`src/rtl/johnson_phase_decoder_if.sv`:
```
// Bus between a Johnson counter stage and its phase decoder.
// master drives samples and control; slave returns the decoded phase.
interface johnson_phase_decoder_if #(
   parameter int WIDTH = 4,
   parameter int IDXW  = $clog2(2*WIDTH)
);
   logic [WIDTH-1:0]   q_in;
   logic               en;
   logic               clr;
   logic [2*WIDTH-1:0] phase_oh;
   logic [IDXW-1:0]    phase_idx;
   logic               valid;
   logic               illegal;
   logic               step_err;
   logic               wrap;
   logic               fault;
   logic [15:0]        wrap_count;

   modport master (
      output q_in, en, clr,
      input  phase_oh, phase_idx, valid,
      input  illegal, step_err, wrap,
      input  fault, wrap_count
   );

   modport slave (
      input  q_in, en, clr,
      output phase_oh, phase_idx, valid,
      output illegal, step_err, wrap,
      output fault, wrap_count
   );
endinterface

```
`src/rtl/johnson_phase_decoder.sv`:
```
// Johnson code checker/decoder: one-hot and binary phase, step and wrap checks.
// Define JPD_WRAP_COUNT_EN to build the saturating wrap counter.
module johnson_phase_decoder #(
   parameter int WIDTH = 4,
   parameter int IDXW  = $clog2(2*WIDTH)
) (
   input logic clk,
   input logic rst,
   johnson_phase_decoder_if.slave bus
);
   localparam int N = 2*WIDTH;
   localparam logic [IDXW-1:0] LAST = IDXW'(N-1);
   localparam logic [1:0] SYNC  = 2'd0;
   localparam logic [1:0] TRACK = 2'd1;
   localparam logic [1:0] FAULT = 2'd2;

   logic [1:0]      state;
   logic [1:0]      state_nxt;
   logic [IDXW-1:0] idx;
   logic [IDXW-1:0] code_idx;
   logic [IDXW-1:0] nxt_idx;
   logic [N-1:0]    oh;
   logic            vld;
   logic            ill;
   logic            serr;
   logic            wrp;
   logic            flt;
   logic            legal;
   logic            take;
   logic            ill_ev;
   logic            serr_ev;
   logic            wrap_ev;
   logic            tracking;

   function automatic logic [WIDTH-1:0] jcode(input int k);
      logic [WIDTH-1:0] ones;
      ones = '1;
      if (k < WIDTH) return ~(ones << k);
      return ones << (k - WIDTH);
   endfunction

   always_comb begin
      legal    = 1'b0;
      code_idx = '0;
      for (int k = 0; k < N; k++) begin
         if (bus.q_in == jcode(k)) begin
            legal    = 1'b1;
            code_idx = IDXW'(k);
         end
      end
   end

   always_comb begin
      tracking = (state == TRACK);
      nxt_idx  = (idx == LAST) ? '0 : idx + 1'b1;
      ill_ev   = bus.en && !legal;
      take     = bus.en && legal &&
                 (!tracking || code_idx != idx);
      // a jump other than +1 while tracking is a resync
      serr_ev  = bus.en && legal && tracking &&
                 code_idx != idx &&
                 code_idx != nxt_idx;
      wrap_ev  = bus.en && legal && tracking &&
                 code_idx == nxt_idx && idx == LAST;
   end

   always_comb begin
      state_nxt = state;
      unique case (1'b1)
         !bus.en:
            state_nxt = state;
         bus.en && !legal:
            state_nxt = (state == SYNC) ? SYNC : FAULT;
         bus.en && legal:
            state_nxt = TRACK;
      endcase
   end

   always_ff @(posedge clk or negedge rst) begin
      if (!rst) begin
         state <= SYNC;
         idx   <= '0;
         oh    <= '0;
         vld   <= 1'b0;
         ill   <= 1'b0;
         serr  <= 1'b0;
         wrp   <= 1'b0;
         flt   <= 1'b0;
      end else begin
         state <= state_nxt;
         ill   <= ill_ev;
         serr  <= serr_ev;
         wrp   <= wrap_ev;
         if (ill_ev || serr_ev) flt <= 1'b1;
         else if (bus.clr)      flt <= 1'b0;
         if (ill_ev) begin
            vld <= 1'b0;
         end else if (take) begin
            vld <= 1'b1;
            idx <= code_idx;
            oh  <= {{(N-1){1'b0}}, 1'b1} << code_idx;
         end
      end
   end

`ifdef JPD_WRAP_COUNT_EN
   logic [15:0] wcnt;

   always_ff @(posedge clk or negedge rst) begin
      if (!rst) begin
         wcnt <= '0;
      end else if (bus.clr) begin
         wcnt <= wrap_ev ? 16'd1 : 16'd0;
      end else if (wrap_ev && wcnt != 16'hFFFF) begin
         wcnt <= wcnt + 16'd1;
      end
   end

   assign bus.wrap_count = wcnt;
`else
   assign bus.wrap_count = 16'h0000;
`endif

   assign bus.phase_oh  = oh;
   assign bus.phase_idx = idx;
   assign bus.valid     = vld;
   assign bus.illegal   = ill;
   assign bus.step_err  = serr;
   assign bus.wrap      = wrp;
   assign bus.fault     = flt;
endmodule

```
`src/flat_wrapper.sv`:
```
// flat-port wrapper written by rule: the top's interface ports become plain ports
module johnson_phase_decoder_flat 
#(
   parameter int WIDTH = 4,
   parameter int IDXW  = $clog2(2*WIDTH)
)
  (clk, rst, bus_q_in, bus_en, bus_clr, bus_phase_oh, bus_phase_idx, bus_valid, bus_illegal, bus_step_err, bus_wrap, bus_fault, bus_wrap_count);
  johnson_phase_decoder_if #(.WIDTH(WIDTH), .IDXW(IDXW)) bus_i ();
  input logic clk;
  input logic rst;
  input wire logic [$bits(bus_i.q_in)-1:0] bus_q_in;
  input wire logic [$bits(bus_i.en)-1:0] bus_en;
  input wire logic [$bits(bus_i.clr)-1:0] bus_clr;
  output wire logic [$bits(bus_i.phase_oh)-1:0] bus_phase_oh;
  output wire logic [$bits(bus_i.phase_idx)-1:0] bus_phase_idx;
  output wire logic [$bits(bus_i.valid)-1:0] bus_valid;
  output wire logic [$bits(bus_i.illegal)-1:0] bus_illegal;
  output wire logic [$bits(bus_i.step_err)-1:0] bus_step_err;
  output wire logic [$bits(bus_i.wrap)-1:0] bus_wrap;
  output wire logic [$bits(bus_i.fault)-1:0] bus_fault;
  output wire logic [$bits(bus_i.wrap_count)-1:0] bus_wrap_count;
  assign bus_i.q_in = bus_q_in;
  assign bus_i.en = bus_en;
  assign bus_i.clr = bus_clr;
  assign bus_phase_oh = bus_i.phase_oh;
  assign bus_phase_idx = bus_i.phase_idx;
  assign bus_valid = bus_i.valid;
  assign bus_illegal = bus_i.illegal;
  assign bus_step_err = bus_i.step_err;
  assign bus_wrap = bus_i.wrap;
  assign bus_fault = bus_i.fault;
  assign bus_wrap_count = bus_i.wrap_count;
  johnson_phase_decoder #(.WIDTH(WIDTH), .IDXW(IDXW)) u_core (.clk(clk), .rst(rst), .bus(bus_i));
endmodule
```
`config.mk`:
```
export PLATFORM = sky130hd
export DESIGN_NAME = johnson_phase_decoder_flat
export DESIGN_NICKNAME = d
export VERILOG_FILES = /design/src/rtl/johnson_phase_decoder_if.sv /design/src/rtl/johnson_phase_decoder.sv /design/src/flat_wrapper.sv
export SDC_FILE = /design/constraint.sdc
export NUM_CORES = 1
export LEC_CHECK = 0
export ABC_CLOCK_PERIOD_IN_PS = 1900
export BUFFER_PORTS_ARGS = -buffer_cell sky130_fd_sc_hd__buf_2
export CAP_MARGIN = 20
export CORE_MARGIN = 4
export CORE_UTILIZATION = 45
export DETAILED_ROUTE_END_ITERATION = 7
export GPL_ROUTABILITY_DRIVEN = 0
export PLACE_DENSITY = 0.75
export SLEW_MARGIN = 15
export SYNTH_ARGS = -nofsm -noshare
export SYNTH_HDL_FRONTEND = slang
export SYNTH_SLANG_ARGS = --single-unit
```
`constraint.sdc`:
```
create_clock -name clk -period 1.9 [get_ports clk]
set_clock_uncertainty 0.15 [all_clocks]
set_input_delay 0.38 -clock clk [delete_from_list [all_inputs] [get_ports clk]]
set_output_delay 0.38 -clock clk [all_outputs]
set_load 0.005 [all_outputs]
```
* Yosys cells after proc, flatten, opt, wreduce, memory -nomap -nowiden
Cells that the tools add are included.
** Operators by class
- Eq/ne operators :: 12
- Bitwise gates (word level) :: 1
- Mux-type cells :: 22
- Shifts and indexed selects :: 1
- Reductions and logical operators :: 17
- Add/subtract/negate cells :: 1
** Operator list (number)
- $mux 3 :: 7
- $eq 4x4->1 const B :: 4
- $mux 1 :: 13
- $logic_and 1x1->1 :: 8
- $shl 1x3->8 const A :: 1
- $ne 3x3->1 :: 2
- $eq 4x1->1 const B :: 1
- $eq 4x2->1 const B :: 1
- $eq 4x3->1 const B :: 1
- $logic_not 4->1 :: 1
- $pmux 2 s2 :: 1
- $reduce_bool 2->1 :: 2
- $add 3x1->3 const B :: 1
- $eq 3x3->1 :: 1
- $eq 3x3->1 const B :: 1
- $eq 2x1->1 const B :: 1
- $logic_not 1->1 :: 2
- $logic_not 2->1 :: 1
- $logic_or 1x1->1 :: 2
- $mux 2 :: 1
- $reduce_and 2->1 :: 1
- $not 1->1 :: 1
** Storage, ports and cells
- Input bits :: 8
- Register bits after elaboration :: 18
- Word-level logic and storage cells :: 62

* Longest topological paths before layout
Gate-level depths: netlist of the first run.
- Depth in word-level cells :: 15
- Mapped depth :: 7
- Mapped depth without buffers :: 7

* Worst setup path after synthesis of the first run
Ideal clock, no wire load.
- Kind :: input to register
- Start :: input port bus_q_in[3]
- End :: register u_core.idx[1], in the netlist u_core.bus.phase_idx[1]
- Stages on the path :: 7
- Required time :: 1.625 ns
- Setup time :: 0.125 ns
- Data arrival time :: 1.844 ns
- Path buffers :: 2
- Setup slack :: -0.219 ns
- Cell sequence :: buf_6 > or2_4 > a211oi_1 > nor3_1 > o41ai_4 > buf_6 > mux2_4
** On the way
- Cells in the longest elaborated chain, start to end :: 13
- Elaborated cells between the ends (all ways) :: 31
- Classes of those cells :: 8 x eq/ne; 15 x mux; 1 x bitwise; 7 x reduce/logical
** RTL lines
- start, declared :: line flat_wrapper.sv:11 : input wire logic [$bits(bus_i.q_in)-1:0] bus_q_in;
- branches (longest 13 deep; another with $eq 4x1->1)
- end signal, assigned :: line johnson_phase_decoder.sv:100 : idx <= code_idx;
- end, declared :: line johnson_phase_decoder.sv:19 : logic [IDXW-1:0] idx;
Parallel ways; which one is timed is not known.
A chain may end at the register's enable or synchronous reset.

* Worst setup path in the final report of the first run
- Start :: register u_core.idx[1], in the netlist u_core.bus.phase_idx[1]
- End :: register u_core.oh[2], in the netlist u_core.bus.phase_oh[2]
** On the way
- Cells in the longest elaborated chain, start to end :: 4
** RTL lines
- $ne 3x3->1 :: line johnson_phase_decoder.sv:58 : (!tracking || code_idx != idx);
- $logic_or 1x1->1 :: line johnson_phase_decoder.sv:58
- $logic_and 1x1->1 :: line johnson_phase_decoder.sv:57 : take = bus.en && legal &&
- $reduce_and 2->1 (no line)
- end signal, assigned :: line johnson_phase_decoder.sv:101 : oh <= {{(N-1){1'b0}}, 1'b1} << code_idx;
- end, declared :: line johnson_phase_decoder.sv:22 : logic [N-1:0] oh;
Every way passes these cells.

==> summary.txt, run 1 <==
Number of I/O pins = 40
CP required = 1930 ps
Initial antenna violation count = 0
Pwr dens = 718 mW/mm2
Reg power frac = 0.413
Latest clock arrival within the worst-skew pair = 290 ps
Clk pwr share = 0.162
Xor/xnor share of the synthesized area = 0.0433
Synth Area in Simple Gates = 0.187
RSZ-0062 raised after global routing = yes
Status = complete, but fails checks
Pint = 0.000752 W
CTS tree = yes
Register bit total from synthesis = 18
Largest net degree at the start of global routing = 19
Synth area leader = dfrtp_1
Final-report setup violation count = 10
Initial DRC count = 22
Root Buffer = clkbuf_4
Switching share of power = 0.333
Leakage = 0.799 nW
F_max = 0.493 GHz
Yosys warning count = 0
Fill cells = 221
Pre-Repair DR Iteration Count = 4
Slew Limit Fails = 0
Full die area = 0.00359 mm2
Setup WS post-layout = -127 ps
CTS Buf Count = 3
DR WL/cell = 14.8 um
Synth Area in Adders = 0.0206
Vias in the first global route = 990
First-pass GRT wire length = 4550 um
Multiplexer area fraction after synthesis = 0.142
DIE HEIGHT = 59.9 um
Layout cells sized above 1 = 0.482
DRT antenna net count = 0
Main combinational cell family by area after synthesis = simple AND/OR/NAND/NOR gates
Clock sink count = 18
P_sw = 0.000375 W
Hold depth = 3
FP Rows = 18
Vias = 983
Inst Count DP = 189
Chip Width = 59.9 um
Area grow syn2layout = 29.5%
Final worst-path cycle share = 1.07
DRC errors left = 0
Complex-gate fraction of the synthesized area = 0.0795
Non-Filler Instances = 196
Seq/Total Area, Yosys = 0.372
Clock tree buffer depth = 2
Overall Power = 0.00113 W
Ranking of synthesized cells by area = dfrtp_1 37%, buf_4 11%, mux2_4 9.9%
Clock Pin Slew Worst Setup and Hold Paths = 90 ps
Global route overflow = 0
Initial Util = 0.481
Vias/cell = 5.02
H-tree Lvls = 1
Critical path arrival = 2050 ps
Post-Syn Area per Cell = 10.0 um2
Total Neg Setup Slack = -1040 ps
CP Launch Type = flip-flop
Final min period = 2030 ps
Top-area cell type share of the netlist area = 0.372
Max-cap violations = 0
Ant. Diodes = 0
Part of the power in combinational logic = 0.425
Failing checks = setup timing
Synth Instances = 121
VDD IR max = 0.635 mV
Number of distinct library cells after synthesis = 34
Total Wirelength = 2890 um
Worst R2R Path Depth = 6
Crit end category = flip-flop
Hpwl dp = 2040 um
Hold Path Class = in2reg
R2R Setup Slk = -130 ps
Final nets = 178
Core area = 0.00252 mm2
Port Buf Inserts = 23
Critical Setup Path Class = reg2reg
GRT Total Usage = 0.166
Post-synthesis instance area = 0.00121 mm2
Max FO, Critical Path = 8
Final hold vios = 0
-- final cells by class --
type,instances,area (um2),area share
clock buffer,3,22.5,0.0143
inverter,3,11.3,0.00717
timing repair buffer,50,328,0.209
multi-input combinational,92,719,0.458
sequential,18,452,0.288
tap,30,37.5,0.0239
-- cells by family (layout without fill, tap and decap cells) --
family | Yosys count | count (layout)
flops | 18 | 18
mux | 13 | 13
xor+xnor | 6 | 6
other cells | 1 | 16
fa+ha+maj | 2 | 2
buf+inv | 26 | 56
compound gates | 11 | 11
simple gates | 44 | 44
-- synth_stat cells (all sizes together) --
cell type	instances
buf	21
dfrtp	18
nand2	13
mux2	10
nor3	9
nor2	8
nand2b	4
inv	3
mux2i	3
o21ai	3
xnor2	3
xor2	3
a211oi	2
clkbuf	2
ha	2
nand3b	2
nand4b	2
nor3b	2
o32ai	2
a21oi	1
and2	1
conb	1
nor4b	1
o211ai	1
o311ai	1
o41ai	1
or2	1
or3	1
-- sequential cells by signal (all words and copies together) (netlist names) --
name,count
u_core.bus.phase_oh,8
u_core.bus.phase_idx,3
u_core.bus.wrap,1
u_core.bus.fault,1
u_core.bus.valid,1
u_core.bus.step_err,1
u_core.bus.illegal,1
u_core.state,2
-- worst max-delay path: stages (launching register included) --
cell      delay [ps]
dfrtp_2          450
buf_4            150
a211oi_2         210
nor3_2            90
o41ai_4          330
buf_6            210
mux2_4           310
-- per-stage QoR --
step	hold slack (ps)	setup WS, ps	util	area [um2]
after detailed placement	185	-379	0.570	1440
after global placement	171	-307	0.570	1440
after global routing	264	-216	0.623	1570
after CTS	227	-130	0.603	1520
final	231	-127	0.623	1570
after floorplan	-65.6	-192	-	1290
-- power by group through the flow --
stage / Sequential, W / Clock (W) / Combinational (W)
CTS: 0.000464 / 0.000190 / 0.000428
finish: 0.000465 / 0.000182 / 0.000479
global route: 0.000469 / 0.000202 / 0.000526
detailed placement: 0.000471 / 0 / 0.000387
floorplan: 0.000482 / 0 / 0.000244
global placement: 0.000470 / 0 / 0.000377
-- repair_timing --
item / in CTS / in global routing
hold buffers: 1 / 0
endpoints found under the setup margin: 12 / 13
endpoints found under the hold margin: 18 / 0
pin swaps: 4 / 3
setup buffers: 2 / 1
resized for setup: 7 / 8
-- placed cells by master, fill, tap and decap left out, drive strengths merged, types with 2 or more instances in the layout --
cell type / Yosys / layout
o21ai: 3 / 3
nand2: 13 / 13
nor2: 8 / 8
clkbuf: 2 / 3
mux2i: 3 / 3
nand4b: 2 / 2
xor2: 3 / 3
nor3b: 2 / 2
nand2b: 4 / 4
xnor2: 3 / 3
a211oi: 2 / 2
buf: 21 / 49
o32ai: 2 / 2
conb: 1 / 16
nor3: 9 / 9
ha: 2 / 2
dfrtp: 18 / 18
inv: 3 / 3
mux2: 10 / 10
nand3b: 2 / 2
-- layer usage --
| layer | wire (um) | global-route usage | vias up |
|---|---|---|---|
| met5 | 0 | 0 | - |
| met4 | 14 | 0.0443 | 0 |
| met3 | 148 | 0.0432 | 2 |
| met2 | 1550 | 0.289 | 30 |
| met1 | 1180 | 0.202 | 476 |
| li1 | - | - | 475 |
-- final timing paths --
kind	from	endpoint
max	u_core.bus.phase_idx[1]	u_core.bus.phase_oh[2]
max reg2reg	u_core.bus.phase_idx[1]	u_core.bus.phase_oh[2]
max in group asynchronous	rst	u_core.bus.phase_idx[1]
min in group asynchronous	rst	u_core.bus.wrap
min	bus_en	u_core.state[0]
min reg2reg	u_core.bus.valid	u_core.bus.valid
(Power assumes the default switching activity.)
==> inputs of run 2 (changes only) <==
- RECOVER_POWER: default -> 25
==> summary.txt, run 2 (synthesis results as in run 1) <==
Status = complete, but fails checks
Failing checks = setup timing
DR WL/cell = 14.8 um
Crit end category = flip-flop
Non-Filler Instances = 196
Number of flip-flops in the largest register = 8
CTS Buf Count = 3
Worst setup path endpoint = u_core.bus.phase_oh[2]
Max FO, Critical Path = 8
Dpl ws = -379 ps
Inst Count DP = 189
R2R Setup Slk = -130 ps
Ant. Diodes = 0
H-tree Lvls = 1
Max-cap violations = 0
Worst R2R Path Depth = 6
R2R Path End = u_core.bus.phase_oh[2]
Root Buffer = clkbuf_4
Slew Limit Fails = 0
Final hold vios = 0
Initial Util = 0.481
F_max = 0.493 GHz
Chip Width = 59.9 um
Final nets = 178
Most common cell after layout, fill and taps aside = buf_4
Largest net degree at the start of global routing = 19
Commonest non-fill, non-tap cells in the layout = 24 x buf_4, 22 x buf_2, 17 x dfrtp_1
Leakage = 0.797 nW
Hpwl dp = 2040 um
Overall Power = 0.00113 W
Final min period = 2030 ps
Worst slew pin tran = 946 ps
Port Buf Inserts = 23
Initial antenna violation count = 0
Clock Pin Slew Worst Setup and Hold Paths = 90 ps
Fill cells = 222
Total Wirelength = 2890 um
CTS tree = yes
Vias in the first global route = 990
Initial DRC count = 22
Hold Path Class = in2reg
Clock tree buffer depth = 2
Final-report setup violation count = 10
Critical R2R Launch = u_core.bus.phase_idx[1]
FP Rows = 18
DIE HEIGHT = 59.9 um
CP required = 1930 ps
Placed Area = 0.00144 mm2
Vias = 983
Crit path launch = u_core.bus.phase_idx[1]
RSZ-0062 raised after global routing = yes
DRC errors left = 0
Critical path arrival = 2050 ps
Full die area = 0.00359 mm2
Final worst-path cycle share = 1.07
DRT antenna net count = 0
Slew headroom = 0.369
Latest clock arrival within the worst-skew pair = 290 ps
Number of I/O pins = 40
VDD IR max = 0.635 mV
Vias/cell = 5.02
GRT Total Usage = 0.166
Critical Setup Path Class = reg2reg
Final Cell Area = 0.00157 mm2
Core area = 0.00252 mm2
Area grow syn2layout = 29.4%
Setup WS post-layout = -127 ps
First-pass GRT wire length = 4550 um
Pre-Repair DR Iteration Count = 4
Pwr dens = 718 mW/mm2
Layout cells sized above 1 = 0.476
Global route overflow = 0
Clock sink count = 18
CP Launch Type = flip-flop
-- run 2: cell types whose count changed in the layout (fill, tap and decap cells not counted), sizes merged --
cell and change:
clkbuf +1, buf -1
-- run 2: metrics by stage --
stage | hold WS [ps] | util | TNS [ps]
finish | 231 | 0.622 | -1040
global route | 264 | 0.622 | -2100
CTS | 227 | 0.603 | -1130
detailed placement | 185 | 0.570 | -3890
global placement | 171 | 0.570 | -3130
floorplan | -65.6 | - | -1650
-- run 2: repair_timing --
action	in CTS	in global routing
endpoints found under the hold margin	18	0
setup endpoints to repair	12	13
setup buffers	2	1
pin swaps	4	3
cloned	0	0
hold buffers	1	0
resized for setup	7	8
-- run 2: how the worst min path moves through the flow --
stage,end,start,cells past startpoint,slack (ps)
floorplan,u_core.bus.fault,rst,0,-70
global placement,u_core.bus.wrap,rst,1,170
detailed placement,u_core.bus.wrap,rst,1,190
CTS,u_core.state[0],bus_en,3,230
global route,u_core.state[0],bus_en,3,260
finish,u_core.state[0],bus_en,3,230
-- run 2: layer usage --
layer / GRT usage / vias to the layer above / wire length, um
met5: 0 / - / 0
li1: - / 475 / -
met4: 0.0443 / 0 / 14
met3: 0.0432 / 2 / 148
met1: 0.202 / 476 / 1180
met2: 0.289 / 30 / 1550
-- run 2: layout make-up --
class / count / area, um2 / share of cell area
repair buffers: 50 / 327 / 0.208
inverters: 3 / 11.3 / 0.00718
well taps: 30 / 37.5 / 0.0239
clock buffers: 3 / 22.5 / 0.0144
multi-input cells: 92 / 719 / 0.459
flip-flops and latches: 18 / 452 / 0.288
-- run 2: report_power, final --
group	switching [W]	total, W	internal, W
Combinational	0.000233	0.000479	0.000246
Sequential	0.0000337	0.000465	0.000431
Clock	0.000109	0.000182	0.0000737
Total	0.000375	0.00113	0.000751
-- run 2: critical path, cell delays in order (launching register included) --
cell,delay [ps]
dfrtp_2,450
buf_4,150
a211oi_2,210
nor3_2,90
o41ai_4,330
buf_6,210
mux2_4,310
